==> config.mk <==
export PLATFORM = sky130hd
export DESIGN_NAME = debug_sequencer
export DESIGN_NICKNAME = d
export VERILOG_FILES = /design/src/rtl/debug_sequencer.sv
export SDC_FILE = /design/constraint.sdc
export NUM_CORES = 1
export LEC_CHECK = 0
export CORE_MARGIN = 2
export CORE_UTILIZATION = 45
export DETAILED_ROUTE_END_ITERATION = 16
export PLACE_DENSITY = 0.76
export SYNTH_ARGS = -nofsm -noshare
export SYNTH_HDL_FRONTEND = slang
export SYNTH_SLANG_ARGS = --single-unit
==> constraint.sdc <==
create_clock -name i_clk -period 2 [get_ports i_clk]
set_input_delay 0.2 -clock i_clk [delete_from_list [all_inputs] [get_ports i_clk]]
set_output_delay 0.2 -clock i_clk [all_outputs]
set_load 0.05 [all_outputs]
==> src/rtl/debug_sequencer.sv <==
// Debug-host command sequencer: owns the decode-stage halt line and the register-file
// debug read port, single-steps the pipeline and streams all registers out MSB-first.
module debug_sequencer #(
    parameter int N_REGS  = 32,
    parameter int NB_ADDR = 5,
    parameter int NB_DATA = 32
) (
    input  logic               i_clk,
    input  logic               i_reset,
    input  logic               i_cmd_valid,
    input  logic [7:0]         i_cmd,
    output logic               o_cmd_ready,
    input  logic               i_prog_halt,
    output logic               o_halt,
    output logic [NB_ADDR-1:0] o_r_addr,
    input  logic [NB_DATA-1:0] i_r_data,
    output logic [7:0]         o_tx_data,
    output logic               o_tx_valid,
    input  logic               i_tx_ready,
    output logic               o_busy,
    output logic               o_done,
    output logic               o_cmd_err
);

    localparam int NB_BYTES = NB_DATA / 8;
    localparam int NB_IDX   = (NB_BYTES > 1) ? $clog2(NB_BYTES) : 1;

    localparam logic [7:0] CMD_HALT = 8'h68;
    localparam logic [7:0] CMD_RUN  = 8'h72;
    localparam logic [7:0] CMD_STEP = 8'h73;
    localparam logic [7:0] CMD_DUMP = 8'h64;

    localparam logic [NB_IDX-1:0]  LAST_IDX = NB_IDX'(NB_BYTES - 1);
    localparam logic [NB_ADDR-1:0] LAST_REG = NB_ADDR'(N_REGS - 1);

    typedef enum logic [2:0] {
        IDLE,
        STEP,
        DUMP_WAIT,
        LOAD,
        SEND
    } state_t;

    state_t               state, state_n;
    logic                 user_halt, user_halt_n;
    logic                 prog_halt, prog_halt_n;
    logic                 dump_halt, dump_halt_n;
    logic                 halt_q, halt_n;
    logic [NB_ADDR-1:0]   reg_cnt, reg_cnt_n;
    logic [NB_DATA-1:0]   shift_reg, shift_reg_n;
    logic [NB_IDX-1:0]    byte_idx, byte_idx_n;
    logic                 done_q, done_n;
    logic                 err_q, err_n;

    always_ff @(posedge i_clk) begin
        if (i_reset) begin
            state     <= IDLE;
            user_halt <= 1'b0;
            prog_halt <= 1'b0;
            dump_halt <= 1'b0;
            halt_q    <= 1'b0;
            reg_cnt   <= '0;
            shift_reg <= '0;
            byte_idx  <= '0;
            done_q    <= 1'b0;
            err_q     <= 1'b0;
        end else begin
            state     <= state_n;
            user_halt <= user_halt_n;
            prog_halt <= prog_halt_n;
            dump_halt <= dump_halt_n;
            halt_q    <= halt_n;
            reg_cnt   <= reg_cnt_n;
            shift_reg <= shift_reg_n;
            byte_idx  <= byte_idx_n;
            done_q    <= done_n;
            err_q     <= err_n;
        end
    end

    // prog_halt is sticky and sampled in every state, including mid-step and mid-dump.
    always_comb begin
        state_n     = state;
        user_halt_n = user_halt;
        prog_halt_n = prog_halt | i_prog_halt;
        dump_halt_n = dump_halt;
        reg_cnt_n   = reg_cnt;
        shift_reg_n = shift_reg;
        byte_idx_n  = byte_idx;
        done_n      = 1'b0;
        err_n       = 1'b0;

        case (state)
            IDLE: begin
                if (i_cmd_valid) begin
                    case (i_cmd)
                        CMD_HALT: user_halt_n = 1'b1;
                        CMD_RUN:  user_halt_n = 1'b0;
                        CMD_STEP: begin
                            if (user_halt && !prog_halt) begin
                                state_n = STEP;
                            end
                        end
                        CMD_DUMP: begin
                            state_n     = DUMP_WAIT;
                            dump_halt_n = 1'b1;
                            reg_cnt_n   = '0;
                        end
                        default:  err_n = 1'b1;
                    endcase
                end
            end
            STEP:      state_n = IDLE;
            DUMP_WAIT: state_n = LOAD;
            LOAD: begin
                shift_reg_n = i_r_data;
                byte_idx_n  = '0;
                state_n     = SEND;
            end
            SEND: begin
                if (i_tx_ready) begin
                    shift_reg_n = shift_reg << 8;
                    byte_idx_n  = byte_idx + NB_IDX'(1);
                    if (byte_idx == LAST_IDX) begin
                        if (reg_cnt == LAST_REG) begin
                            state_n     = IDLE;
                            dump_halt_n = 1'b0;
                            done_n      = 1'b1;
                        end else begin
                            reg_cnt_n = reg_cnt + NB_ADDR'(1);
                            state_n   = LOAD;
                        end
                    end
                end
            end
            default:   state_n = IDLE;
        endcase

        // Releasing the freeze for exactly the STEP cycle lets the pipeline advance one clock.
        halt_n = (state == IDLE && state_n == STEP) ? 1'b0
                                                    : (user_halt_n | prog_halt_n | dump_halt_n);
    end

    assign o_halt      = halt_q;
    assign o_r_addr    = reg_cnt;
    assign o_tx_data   = shift_reg[NB_DATA-1 -: 8];
    assign o_tx_valid  = (state == SEND);
    assign o_cmd_ready = (state == IDLE);
    assign o_busy      = (state != IDLE);
    assign o_done      = done_q;
    assign o_cmd_err   = err_q;

endmodule

After elaboration in Yosys (flattened, before gate mapping)
Cells that the tools add are included.

storage, ports and cells
  bits of input ports = 45
  output and inout bits = 19
  logic and storage cells = 76
  register bits after elaboration = 48
  memories = 0
  bits in latches = 0
  memory bits (writable) = 0
  ROM bits = 0

cells by class
  $lt $le $gt $ge = 0
  shifts and indexed selects = 0
  bitwise logic cells = 8
  equal/unequal tests = 15
  multiplexer cells = 28
  div/mod/pow operators = 0
  reduce and logical (&&, ||, !) cells = 13
  multipliers = 0
  add/sub/neg operators = 2

operator list
  kind                   number
  $pmux W32 S2           1
  $eq A8 B7 Y1 const B   4
  $mux W32               1
  $mux W5                5
  $mux W3                4
  $pmux W3 S4            1
  $pmux W5 S2            1
  $mux W1                9
  $reduce_or A4 Y1       2
  $eq A3 B2 Y1 const B   2
  $ne A2 B1 Y1 const B   3
  $pmux W3 S2            1
  $reduce_and A6 Y1      1
  $add A5 B1 Y5 const B  1
  $eq A5 B5 Y1 const B   1
  $not A1 Y1             5
  $mux W2                2
  $ne A2 B2 Y1 const B   2
  $pmux W1 S2            2
  $pmux W2 S2            1
  $reduce_bool A2 Y1     2
  $eq A3 B1 Y1 const B   1
  $eq A3 B3 Y1 const B   1
  $logic_not A3 Y1       1
  other kinds (9)        12

Longest topological paths before layout
Gate-level depths: netlist of the first run.

  depth after elaboration = 9
  mapped depth = 7
  gate-level depth less buffers = 7

Worst setup path after synthesis of the first run
No wires, ideal clock.

  path type = reg2reg
  start = register reg_cnt[0] (netlist: o_r_addr[0])
  end = register reg_cnt[2] (netlist: o_r_addr[2])
  path buffers = 0
  stages on the path, launching flop included = 8
  arrival time = 2.024 ns
  clock period less this slack = 2.115 ns
  library setup time = 0.091 ns
  slack = -0.115 ns
  required time = 1.909 ns
  path through = dfxtp_1 > ha_1 > and3_1 > ha_1 > and3b_1 > a21oi_1 > nor2_1 > a311oi_1

on the way
  cells in the longest elaborated chain, start to end = 5
  elaborated cells on any way between the ends = 8
  those cells by class = add/sub: 1; eq/ne: 2; mux: 4; reduce/logical: 1

ends and longest elaborated chain
  item                    RTL line  source
  from (decl)             49        logic [NB_ADDR-1:0] reg_cnt, reg_cnt_n;
  from (signal assigned)  73        reg_cnt <= reg_cnt_n;
  $add A5 B1 Y5           130       reg_cnt_n = reg_cnt + NB_ADDR'(1);
  $mux W5                 125       if (reg_cnt == LAST_REG) begin
  $mux W5                 124       if (byte_idx == LAST_IDX) begin
  $mux W5                 121       if (i_tx_ready) begin
  $pmux W5 S2             93        case (state)

Several ways; a longest one is shown, not always the timed one. The select of a mux whose other input is x is not followed.
A chain may end at the register's enable or synchronous reset.

Final worst setup path of the first run
  start = register state[0]
  end = output o_busy

on the way
  cells in the longest elaborated chain, start to end = 1

ends and longest elaborated chain
  item                    RTL line  source
  from (decl)             44        state_t state, state_n;
  from (signal assigned)  68        state <= state_n;
  $reduce_bool A3 Y1      149       assign o_busy = (state != IDLE);
  to (decl)               20        output logic o_busy,

No other way between the ends.

==> results of run 1 <==
[layer usage]
metal / share of wire (%) / vias to the layer above
met4: 1.4 / 0
li1: - / 969
met1: 46 / 871
met2: 46 / 52
met3: 6.3 / 6
met5: 0 / -
[cells in the final DEF, fill, tap and decap left out, drive strengths merged, types with 2 or more instances in the layout]
| cell type | count |
|---|---|
| a31oi | 3 |
| and3 | 2 |
| nor2b | 2 |
| clkdlybuf4s50 | 59 |
| and3b | 5 |
| a22o | 6 |
| a21oi | 9 |
| nand3b | 2 |
| a41oi | 2 |
| a211oi | 27 |
| inv | 3 |
| o21ai | 4 |
| clkbuf | 5 |
| nand4 | 3 |
| ha | 3 |
| a21o | 4 |
| buf | 12 |
| nor2 | 34 |
| a22oi | 2 |
| nand4b | 2 |
| dfxtp | 48 |
| nand2 | 4 |
| nand3 | 4 |
| nand2b | 4 |
| mux2i | 24 |
[repair_timing]
| item | 4_1_cts | 5_1_grt |
|---|---|---|
| setup buffers | 0 | 2 |
| setup endpoints to repair | 1 | 6 |
| cloned | 0 | 0 |
| endpoints found under the hold margin | 0 | 0 |
| gates resized for setup | 1 | 2 |
[cell type report]
type                            count  share of cell area (%)
Multi-Input combinational cell    158                   38.41
Sequential cell                    48                   31.47
Clock buffer                        5                   2.248
Clock inverter                      3                   1.512
Timing Repair Buffer               72                   23.25
Tap cell                           70                   2.861
Inverter                            2                  0.2452
[cells by family after synthesis]
kind of cell | synth area share [%]
buf+inv | 8.063
compound gates | 22.29
mux | 10.39
fa+ha+maj | 1.624
simple gates | 16.07
flops | 41.56
[final timing paths]
kind                                     to  slack [ns]  depth (start not counted)
worst max register to register  o_r_addr[2]        0.20                          7
worst min register to register  byte_idx[1]        0.46                          2
worst max-delay path                 o_busy        0.19                          2
worst min-delay path               state[2]        0.24                          2
[through the flow]
stage / setup slack (ns) / power [mW] / area, um^2
after floorplan: 0.05424 / 1.040 / 2315
after global placement: 0.1493 / 1.151 / 2928
after detailed placement: 0.07281 / 1.152 / 2928
after CTS: 0.06718 / 1.867 / 3042
after global routing: 0.05175 / 1.905 / 3062
final: 0.1917 / 1.851 / 3062
[where the power goes]
group	internal, mW	switching, mW
combinational	0.101	0.0680
clock	0.377	0.345
sequential	0.959	0.00159
==> out/qor.tcl, run 1 <==
set qor(status) {completed}
set qor(clockBufferDepth) 2
set qor(synthesis.area_um2) 2312
set qor(synth-edff-count) 0
set qor(setup_viol) 0
set qor(area_of_combinational_cells_with_multiple_inputs_um2) 1176
set qor(cp.required_ns) 1.80
set qor(power_leakage_nw) 1.051
set qor(critical-path-max-stage-delay_ns) 0.45
set qor(floorplan.initialDensity_pct) 45.86
set qor(area_of_the_die_um2) 5727
set qor(synth_warnings) 0
set qor(cts.htree.levels) 2
set qor(num_vias) 1898
set qor(synth_fp_nets) 278
set qor(gp_congestion) 0.7986
set qor(post-place-cells) 348
set qor(timing.critical_path.from) {state[0]}
set qor(timing.hold.worst.start) {i_reset}
set qor(clkSlewWorstSetupHoldPaths_ns) 0.09
set qor(final.fill_count) 445
set qor(cell_with_the_biggest_individual_delay_on_the_critical_path) {or3_1}
set qor(synth_top_area_cell) {dfxtp_1}
set qor(synth-async-reset-ratio_pct) 0
set qor(min_period_over_period_pct) 90.42
set qor(post-dp-hpwl_um) 3537
set qor(die_x_um) 75.68
set qor(global_route.usage.met1_pct) 22.92
set qor(number_of_synthesized_register_bits) 48
set qor(worst_pin_slew_ns) 0.5500
set qor(grt.overflow.total) 0
set qor(worstSetupStartpointType) {flip-flop}
set qor(timing.fmax_mhz) 553.0
set qor(synthFlopType) {dfxtp_1}
set qor(rr_startpoint) {o_r_addr[0]}
set qor(grt_overall_usage_pct) 17.74
set qor(ant_nets) 0
set qor(rsz0062_at_grt) {no}
set qor(ys_seq_area_share_pct) 41.56
set qor(met2_usage_pct) 28.02
set qor(cp_num_buf_inv) 1
set qor(totalWireLength_um) 4879
set qor(cts_tree) {yes}
set qor(cts_made_buffers) 5
set qor(number_of_iterations_in_the_first_detailed_routing_pass) 4
set qor(synthesized_instance_count) 230
set qor(per_cell_via_count_in_the_routed_design) 5.302
set qor(gate_family_responsible_for_the_most_delay_along_the_worst_path) {simple AND/OR/NAND/NOR gates}
set qor(syn_area_per_cell_um2) 10.05
set qor(netlist_top_cells_area) {dfxtp_1, mux2i_1, a211oi_1}
set qor(holdBufCountCts) 0
set qor(maxSlewViolCount) 0
set qor(crit_arrival_ns) 1.61
set qor(largest_reg_flops) 32
set qor(layout.area.seq_um2) 963.4
set qor(total_power_density_per_cell_area_nw_per_um2) 604.6
set qor(areaGrowthSynthToFinish_pct) 32.41
set qor(port-buffer-count) 63
set qor(antennaDiodeCount) 0
set qor(hold_viol_final) 0
set qor(global_route.usage.met3_pct) 5.820
set qor(share_of_layout_cells_above_drive_strength_1_pct) 13.54
set qor(hold_path.class) {in2reg}
set qor(synth_most_common_cell) {dfxtp_1}
set qor(pin_count) 64
set qor(final-instance-count-excl-fill) 358
set qor(first_pass_grt_wire_length_um) 7679
set qor(wl_per_cell_um) 13.63
set qor(drc_errors) 0
set qor(worstPathCellList) {or3_1 -> dlygate4sd2_1}
set qor(cap_violations) 0
set qor(detailedRoute.firstIterationViolations) 113
set qor(path_class) {reg2out}
set qor(fin_hold_ws_ns) 0.2378
set qor(synth_commonest_cells) {dfxtp_1, nor2_1, mux2i_1}
set qor(worst_clock_skew_ns) 0.01232
set qor(design.final.nets) 335
set qor(clkSinkCount) 48
set qor(rows) 26
set qor(gr-max-usage-layer) {met2}
set qor(maxSlewHeadroom_pct) 62.83
set qor(final_core_utilization_pct) 60.72
set qor(setup_tns_ns) 0
set qor(min_period_ns) 1.808
set qor(synth.lib_cells_used.distinct) 43
set qor(vdd_ir_drop_max_uv) 352.0
set qor(portion_of_synthesized_cell_area_occupied_by_the_leading_cell_type_pct) 41.56
set qor(std_cell_core_area_um2) 5042
set qor(cp_max_fo) 7
set qor(initial_antenna_violation_count) 0
set qor(number_of_global_route_vias_before_repair) 1714
set qor(dieHeight_um) 75.68
set qor(worstSkewPairLatency_ns) 0.31
set qor(endpoint_kind) {primary output}
set qor(cts_root_buf) {clkbuf_8}
set qor(pin_count_of_the_biggest_net_entering_global_routing) 38
Power figures use the tool's default switching activity.
==> inputs of run 2 (changes only) <==
Settings changed: CORE_UTILIZATION 45 to 25, PLACE_DENSITY 0.76 to default, PLACE_DENSITY_LB_ADDON from default to 0.3.
==> out/qor.tcl, run 2 (synthesis gave the netlist of run 1 again) <==
set qor(cap_violations) 0 ;# unchanged
set qor(total_power_density_per_cell_area_nw_per_um2) 558.2 ;# was 604.6 nW/um^2
set qor(critical-path-max-stage-delay_ns) 0.34 ;# was 0.45 ns
set qor(area_of_combinational_cells_with_multiple_inputs_um2) 1175 ;# was 1176 um^2
set qor(cts_tree) {yes} ;# unchanged
set qor(pin_count_of_the_biggest_net_entering_global_routing) 35 ;# was 38
set qor(grt_overall_usage_pct) 10.50 ;# was 17.74%
set qor(antennaDiodeCount) 0 ;# unchanged
set qor(post_cts.repair.setup_buffers) 0 ;# unchanged
set qor(rsz0062_at_grt) {yes} ;# was no
set qor(totalWireLength_um) 5165 ;# was 4879 um
set qor(final.fill_count) 937 ;# was 445
set qor(status) {completed} ;# unchanged
set qor(layout.area.seq_um2) 963.4 ;# unchanged
set qor(holdBufCountCts) 0 ;# unchanged
set qor(cts_made_buffers) 5 ;# unchanged
set qor(dp_worst_setup_slack_ns) 0.02457 ;# was 0.07281 ns
set qor(maxSlewViolCount) 0 ;# unchanged
set qor(post-layout-total-power_mw) 1.722 ;# was 1.851 mW
set qor(layout.cells.most_common_list) {clkdlybuf4s50_1, dfxtp_1, nor2_1} ;# unchanged
set qor(worstSetupStartpointType) {flip-flop} ;# unchanged
set qor(die_x_um) 100.2 ;# was 75.68 um
set qor(final_core_utilization_pct) 33.87 ;# was 60.72%
set qor(cell_with_the_biggest_individual_delay_on_the_critical_path) {dfxtp_2} ;# was or3_1
set qor(p_int_mw) 1.336 ;# was 1.437 mW
set qor(floorplan.initialDensity_pct) 25.38 ;# was 45.86%
set qor(finish.instance_area_um2) 3085 ;# was 3062 um^2
set qor(power_leakage_nw) 1.035 ;# was 1.051 nW
set qor(std_cell_core_area_um2) 9109 ;# was 5042 um^2
set qor(worstSkewPairLatency_ns) 0.30 ;# was 0.31 ns
set qor(cts_root_buf) {clkbuf_8} ;# unchanged
set qor(areaGrowthSynthToFinish_pct) 33.44 ;# was 32.41%
set qor(detailedRoute.firstIterationViolations) 60 ;# was 113
set qor(drc_errors) 0 ;# unchanged
set qor(num_vias) 1858 ;# was 1898
set qor(timing.fmax_mhz) 532.6 ;# was 553.0 MHz
set qor(grt.overflow.total) 0 ;# unchanged
set qor(largest_reg_flops) 32 ;# unchanged
set qor(clkSinkCount) 48 ;# unchanged
set qor(first_pass_grt_wire_length_um) 8487 ;# was 7679 um
set qor(initial_antenna_violation_count) 0 ;# unchanged
set qor(cp.required_ns) 2.22 ;# was 1.80 ns
set qor(clkSlewWorstSetupHoldPaths_ns) 0.09 ;# about the same
set qor(rows) 35 ;# was 26
set qor(power.switching_mw) 0.3862 ;# was 0.4141 mW
set qor(pin_count) 64 ;# unchanged
set qor(maxSlewHeadroom_pct) 66.72 ;# was 62.83%
set qor(worst_pin_slew_ns) 0.4925 ;# was 0.5500 ns
set qor(cp_max_fo) 5 ;# was 7
set qor(power.share.combinational_pct) 9.9 ;# was 9.1%
set qor(endpoint_kind) {flip-flop} ;# was primary output
set qor(hold_viol_final) 0 ;# unchanged
set qor(ant_nets) 0 ;# unchanged
set qor(worstPathCellList) {ha_1 -> and3_1 -> ha_1 -> and3b_1 -> nand2_1 -> a21o_1 -> a211oi_1} ;# was or3_1 -> dlygate4sd2_1
set qor(port-buffer-count) 63 ;# unchanged
set qor(per_cell_via_count_in_the_routed_design) 4.692 ;# was 5.302
set qor(cp_num_buf_inv) 0 ;# was 1
set qor(seq_power_share_pct) 55.8 ;# was 51.9%
set qor(vdd_ir_drop_max_uv) 247.4 ;# was 352.0 uV
set qor(worst_clock_skew_ns) 0.007933 ;# was 0.01232 ns
set qor(setup_viol) 0 ;# unchanged
set qor(clockBufferDepth) 2 ;# unchanged
set qor(area_of_the_die_um2) 10030 ;# was 5727 um^2
set qor(post-dp-hpwl_um) 3792 ;# was 3537 um
set qor(crit_arrival_ns) 2.10 ;# was 1.61 ns
set qor(timing.final.ws_setup_ns) 0.1225 ;# was 0.1917 ns
set qor(gp_congestion) 0.7461 ;# was 0.7986
set qor(netSwitchingFraction_pct) 22.43 ;# was 22.37%
set qor(path_class) {reg2reg} ;# was reg2out
set qor(post_dp_cell_area_um2) 2992 ;# was 2928 um^2
set qor(number_of_iterations_in_the_first_detailed_routing_pass) 6 ;# was 4
set qor(dieHeight_um) 100.2 ;# was 75.68 um
set qor(min_period_ns) 1.877 ;# was 1.808 ns
set qor(cts.htree.levels) 2 ;# unchanged
set qor(wl_per_cell_um) 13.04 ;# was 13.63 um
set qor(share_of_layout_cells_above_drive_strength_1_pct) 12.28 ;# was 13.54%
set qor(number_of_global_route_vias_before_repair) 1758 ;# was 1714
set qor(clock_power_share_pct) 34.4 ;# was 39.0%
set qor(layout_commonest_cell) {clkdlybuf4s50_1} ;# unchanged
set qor(min_period_over_period_pct) 93.87 ;# was 90.42%
set qor(design.final.nets) 333 ;# was 335
set qor(gate_family_responsible_for_the_most_delay_along_the_worst_path) {simple AND/OR/NAND/NOR gates} ;# unchanged
set qor(hold_path.class) {in2reg} ;# unchanged
set qor(critPathMostFrequentCell) {ha_1}
[run 2: cell types whose count changed in the layout (fill, tap and decap cells not counted), sizes merged]
cell / previous run / this run
buf: 12 / 10
bufinv: 1 / 0
clkbuf: 5 / 6
clkinv: 0 / 1
clkinvlp: 1 / 0
inv: 3 / 2
[run 2: metrics by stage]
stage | hold WS [ns] | setup TNS, ns | std cells
floorplan | 0.2839 | 0 | 230
global placement | 0.4465 | 0 | 389
detailed placement | 0.4518 | 0 | 389
CTS | 0.2804 | 0 | 396
global route | 0.2980 | -0.01497 | 396
finish | 0.2822 | 0 | 396
[run 2: final timing paths]
kind | start | slack [ns] | cells after the start | end
max reg2reg | o_r_addr[0] | 0.12 | 7 | state[0]
min reg2reg | byte_idx[1] | 0.46 | 2 | byte_idx[1]
max | o_r_addr[0] | 0.12 | 7 | state[0]
min | i_reset | 0.28 | 2 | state[2]
[run 2: metal layers]
metal	vias to the layer above	track usage [%]	share of wire [%]
met5	-	0	0
met4	0	3.477	1.5
met3	7	2.646	4.7
met2	46	16.83	46
met1	848	13.83	48
li1	957	-	-
[run 2: what timing repair did]
item	in CTS	in global routing
hold endpoints to repair	0	0
setup endpoints to repair	1	5
gates resized for setup	1	1
[run 2: layout make-up]
class,count,share of cell area (%)
Timing Repair Buffer,70,22.99
Sequential cell,48,31.22
Multi-Input combinational cell,158,38.08
Inverter,2,0.2433
Clock buffer,6,2.676
Clock inverter,1,0.2839
Tap cell,111,4.501
[run 2: power groups by stage]
stage               clock network [mW]  registers, mW  logic, mW
floorplan                            0          0.992     0.0482
global placement                     0          0.983      0.170
detailed placement                   0          0.983      0.170
CTS                              0.624          0.961      0.171
global route                     0.664          0.961      0.184
finish                           0.592          0.961      0.170
==> inputs of run 3 (changes only) <==
Settings changed: ABC_AREA from default to 1.
==> out/qor.tcl, run 3 <==
set qor(timing.final.ws_setup_ns) 0.2621 ;# was 0.1225 ns
set qor(setup_viol) 0 ;# unchanged
set qor(antennaDiodeCount) 0 ;# unchanged
set qor(worstSetupStartpointType) {flip-flop} ;# unchanged
set qor(synth_top_area_cell) {dfxtp_1} ;# unchanged
set qor(largest_reg_flops) 32 ;# unchanged
set qor(wl_per_cell_um) 11.49 ;# was 13.04 um
set qor(areaGrowthSynthToFinish_pct) 31.46 ;# was 33.44%
set qor(port-buffer-count) 63 ;# unchanged
set qor(cp.required_ns) 1.80 ;# was 2.22 ns
set qor(timing.hold.worst_path_depth) 2 ;# unchanged
set qor(number_of_synthesized_register_bits) 48 ;# unchanged
set qor(number_of_iterations_in_the_first_detailed_routing_pass) 4 ;# was 6
set qor(ant_nets) 0 ;# unchanged
set qor(synthesized_instance_count) 313 ;# was 230
set qor(rows) 35 ;# unchanged
set qor(floorplan.initialDensity_pct) 25.97 ;# was 25.38%
set qor(holdBufCountCts) 0 ;# unchanged
set qor(cts_tree) {yes} ;# unchanged
set qor(maxSlewViolCount) 0 ;# unchanged
set qor(timing.hold.worst.start) {byte_idx[1]} ;# was i_reset
set qor(synth.lib_cells_used.distinct) 30 ;# was 43
set qor(detailedRoute.firstIterationViolations) 58 ;# was 60
set qor(pin_count) 64 ;# unchanged
set qor(first_pass_grt_wire_length_um) 9556 ;# was 8487 um
set qor(vdd_ir_drop_max_uv) 257.3 ;# was 247.4 uV
set qor(share_of_layout_cells_above_drive_strength_1_pct) 16.67 ;# was 12.28%
set qor(post_cts.repair.setup_buffers) 0 ;# unchanged
set qor(status) {completed} ;# unchanged
set qor(clkSinkCount) 48 ;# unchanged
set qor(number_of_global_route_vias_before_repair) 2052 ;# was 1758
set qor(post-place-cells) 487 ;# was 389
set qor(gp_congestion) 0.7845 ;# was 0.7461
set qor(final_core_utilization_pct) 34.14 ;# was 33.87%
set qor(synth-edff-count) 0 ;# unchanged
set qor(setup_tns_ns) 0 ;# unchanged
set qor(num_vias) 2121 ;# was 1858
set qor(synthesis.area_um2) 2422 ;# was 2312 um^2
set qor(cts_made_buffers) 5 ;# unchanged
set qor(std_cell_core_area_um2) 9328 ;# was 9109 um^2
set qor(syn_area_per_cell_um2) 7.739 ;# was 10.05 um^2
set qor(min_period_over_period_pct) 86.89 ;# was 93.87%
set qor(grt.overflow.total) 0 ;# unchanged
set qor(drc_errors) 0 ;# unchanged
set qor(netlist_top_cells_area) {dfxtp_1, nand2_1, a31oi_2} ;# was dfxtp_1, mux2i_1, a211oi_1
set qor(reg2regPathDepth) 11 ;# was 7
set qor(clockBufferDepth) 2 ;# unchanged
set qor(post_cts.resized_instances) 0 ;# was 1
set qor(post-dp-hpwl_um) 4028 ;# was 3792 um
set qor(r2r_slack_ns) 0.38 ;# was 0.12 ns
set qor(die_x_um) 102.4 ;# was 100.2 um
set qor(synth_most_common_cell) {nand2_1} ;# was dfxtp_1
set qor(layout.cells.most_common_list) {nand2_1, clkdlybuf4s50_1, dfxtp_1} ;# was clkdlybuf4s50_1, dfxtp_1, nor2_1
set qor(cap_violations) 0 ;# unchanged
set qor(worst_clock_skew_ns) 0.01147 ;# was 0.007933 ns
set qor(dieHeight_um) 102.4 ;# was 100.2 um
set qor(endpoint_kind) {primary output} ;# was flip-flop
set qor(cts_root_buf) {clkbuf_8} ;# unchanged
set qor(holdPathEnd) {byte_idx[1]} ;# was state[2]
set qor(synth_warnings) 0 ;# unchanged
set qor(min_period_ns) 1.738 ;# was 1.877 ns
set qor(hold_viol_final) 0 ;# unchanged
set qor(crit_arrival_ns) 1.54 ;# was 2.10 ns
set qor(synth_commonest_cells) {nand2_1, dfxtp_1, o21ai_0} ;# was dfxtp_1, nor2_1, mux2i_1
set qor(clkSlewWorstSetupHoldPaths_ns) 0.10 ;# was 0.09 ns
set qor(synth-async-reset-ratio_pct) 0 ;# unchanged
set qor(grt_overall_usage_pct) 11.33 ;# was 10.50%
set qor(post-layout-total-power_mw) 1.799 ;# was 1.722 mW
set qor(area_of_the_die_um2) 10490 ;# was 10030 um^2
set qor(worst_pin_slew_ns) 0.5089 ;# was 0.4925 ns
set qor(pin_count_of_the_biggest_net_entering_global_routing) 51 ;# was 35
set qor(cp_max_fo) 26 ;# was 5
set qor(synthFlopType) {dfxtp_1} ;# unchanged
set qor(power_leakage_nw) 1.238 ;# was 1.035 nW
set qor(cts.htree.levels) 2 ;# unchanged
set qor(critical-path-max-stage-delay_ns) 0.37 ;# was 0.34 ns
set qor(dp_worst_setup_slack_ns) 0.3153 ;# was 0.02457 ns
set qor(worstPathCellList) {inv_2 -> nand2_2 -> nor2_2 -> buf_4 -> buf_12} ;# was ha_1 -> and3_1 -> ha_1 -> and3b_1 -> nand2_1 -> a21o_1 -> a211oi_1
set qor(layout_commonest_cell) {nand2_1} ;# was clkdlybuf4s50_1
set qor(design.final.nets) 413 ;# was 333
set qor(path_class) {reg2out} ;# was reg2reg
set qor(hold_path.class) {reg2reg} ;# was in2reg
set qor(totalWireLength_um) 5686 ;# was 5165 um
set qor(maxSlewHeadroom_pct) 66.02 ;# was 66.72%
set qor(worstReg2RegEnd) {o_r_addr[2]} ;# was state[0]
set qor(per_cell_via_count_in_the_routed_design) 4.285 ;# was 4.692
set qor(timing.fmax_mhz) 575.4 ;# was 532.6 MHz
set qor(portion_of_synthesized_cell_area_occupied_by_the_leading_cell_type_pct) 39.67 ;# was 41.56%
set qor(total_power_density_per_cell_area_nw_per_um2) 565.1 ;# was 558.2 nW/um^2
set qor(cell_with_the_biggest_individual_delay_on_the_critical_path) {dfxtp_1} ;# was dfxtp_2
set qor(worstSkewPairLatency_ns) 0.30 ;# about the same
set qor(rsz0062_at_grt) {no} ;# was yes
set qor(synth_fp_nets) 361 ;# was 278
set qor(final-instance-count-excl-fill) 495 ;# was 396
set qor(ys_seq_area_share_pct) 39.67 ;# was 41.56%
set qor(initial_antenna_violation_count) 0 ;# unchanged
set qor(rr_startpoint) {o_r_addr[0]} ;# unchanged
[run 3: cell types whose count changed after synthesis, sizes merged, moves of 4 or more]
cell	change
nand2b	-4
nand2	+84
and3b	-5
nand3	+16
a21o	-4
a211oi	-27
o21ai	+30
mux2i	-24
inv	+28
nor2	-11
a22o	-6
a31oi	+21
[run 3: how the worst max path moves through the flow]
stage	startpoint	end	slack [ns]	cells after the start
finish	state[1]	o_tx_valid	0.26	5
floorplan	o_r_addr[1]	o_r_addr[2]	0.15	10
CTS	state[1]	o_busy	0.04	3
global route	state[1]	o_tx_valid	0.15	5
detailed placement	i_cmd[0]	o_r_addr[2]	0.32	10
global placement	i_cmd[0]	o_r_addr[2]	0.39	10
[run 3: per-stage QoR]
step                hold WS, ns  cell area [um^2]
finish                   0.4759              3184
global route             0.4766              3184
CTS                      0.4670              3182
detailed placement       0.4643              3097
global placement         0.4580              3097
floorplan                0.3257              2422
[run 3: area by class of cell]
type,instances,area [um^2]
Tap cell,129,161.4
Sequential cell,48,960.9
Clock inverter,1,8.758
Inverter,32,122.6
Multi-Input combinational cell,210,1164
Timing Repair Buffer,68,690.7
Fill cell,1027,6143
Clock buffer,7,76.32
[run 3: kinds of logic (layout without fill, tap and decap cells)]
group / Yosys count / in the layout / synth area share, %
xor+xnor: 1 / 1 / 0.3616
simple gates: 137 / 137 / 25.67
compound gates: 69 / 69 / 20.46
buf+inv: 55 / 108 / 12.29
fa+ha+maj: 3 / 3 / 1.550
flops: 48 / 48 / 39.67
[run 3: power by group]
group / total (mW) / internal, mW / switching [mW]
Clock: 0.576 / 0.251 / 0.325
Combinational: 0.251 / 0.125 / 0.126
Sequential: 0.973 / 0.965 / 0.00757
Total: 1.80 / 1.34 / 0.459
[run 3: layer usage]
layer | GRT usage (%) | routed length, um
met3 | 2.599 | 283
met5 | 0 | 0
met4 | 1.846 | 17
met2 | 18.70 | 2642
met1 | 15.36 | 2742
[run 3: worst max-delay path: cells and delay by family (launching register included)]
| kind | cells | cell delay, ns |
|---|---|---|
| flops | 1 | 0.37 |
| simple gates | 2 | 0.26 |
| buf+inv | 3 | 0.61 |
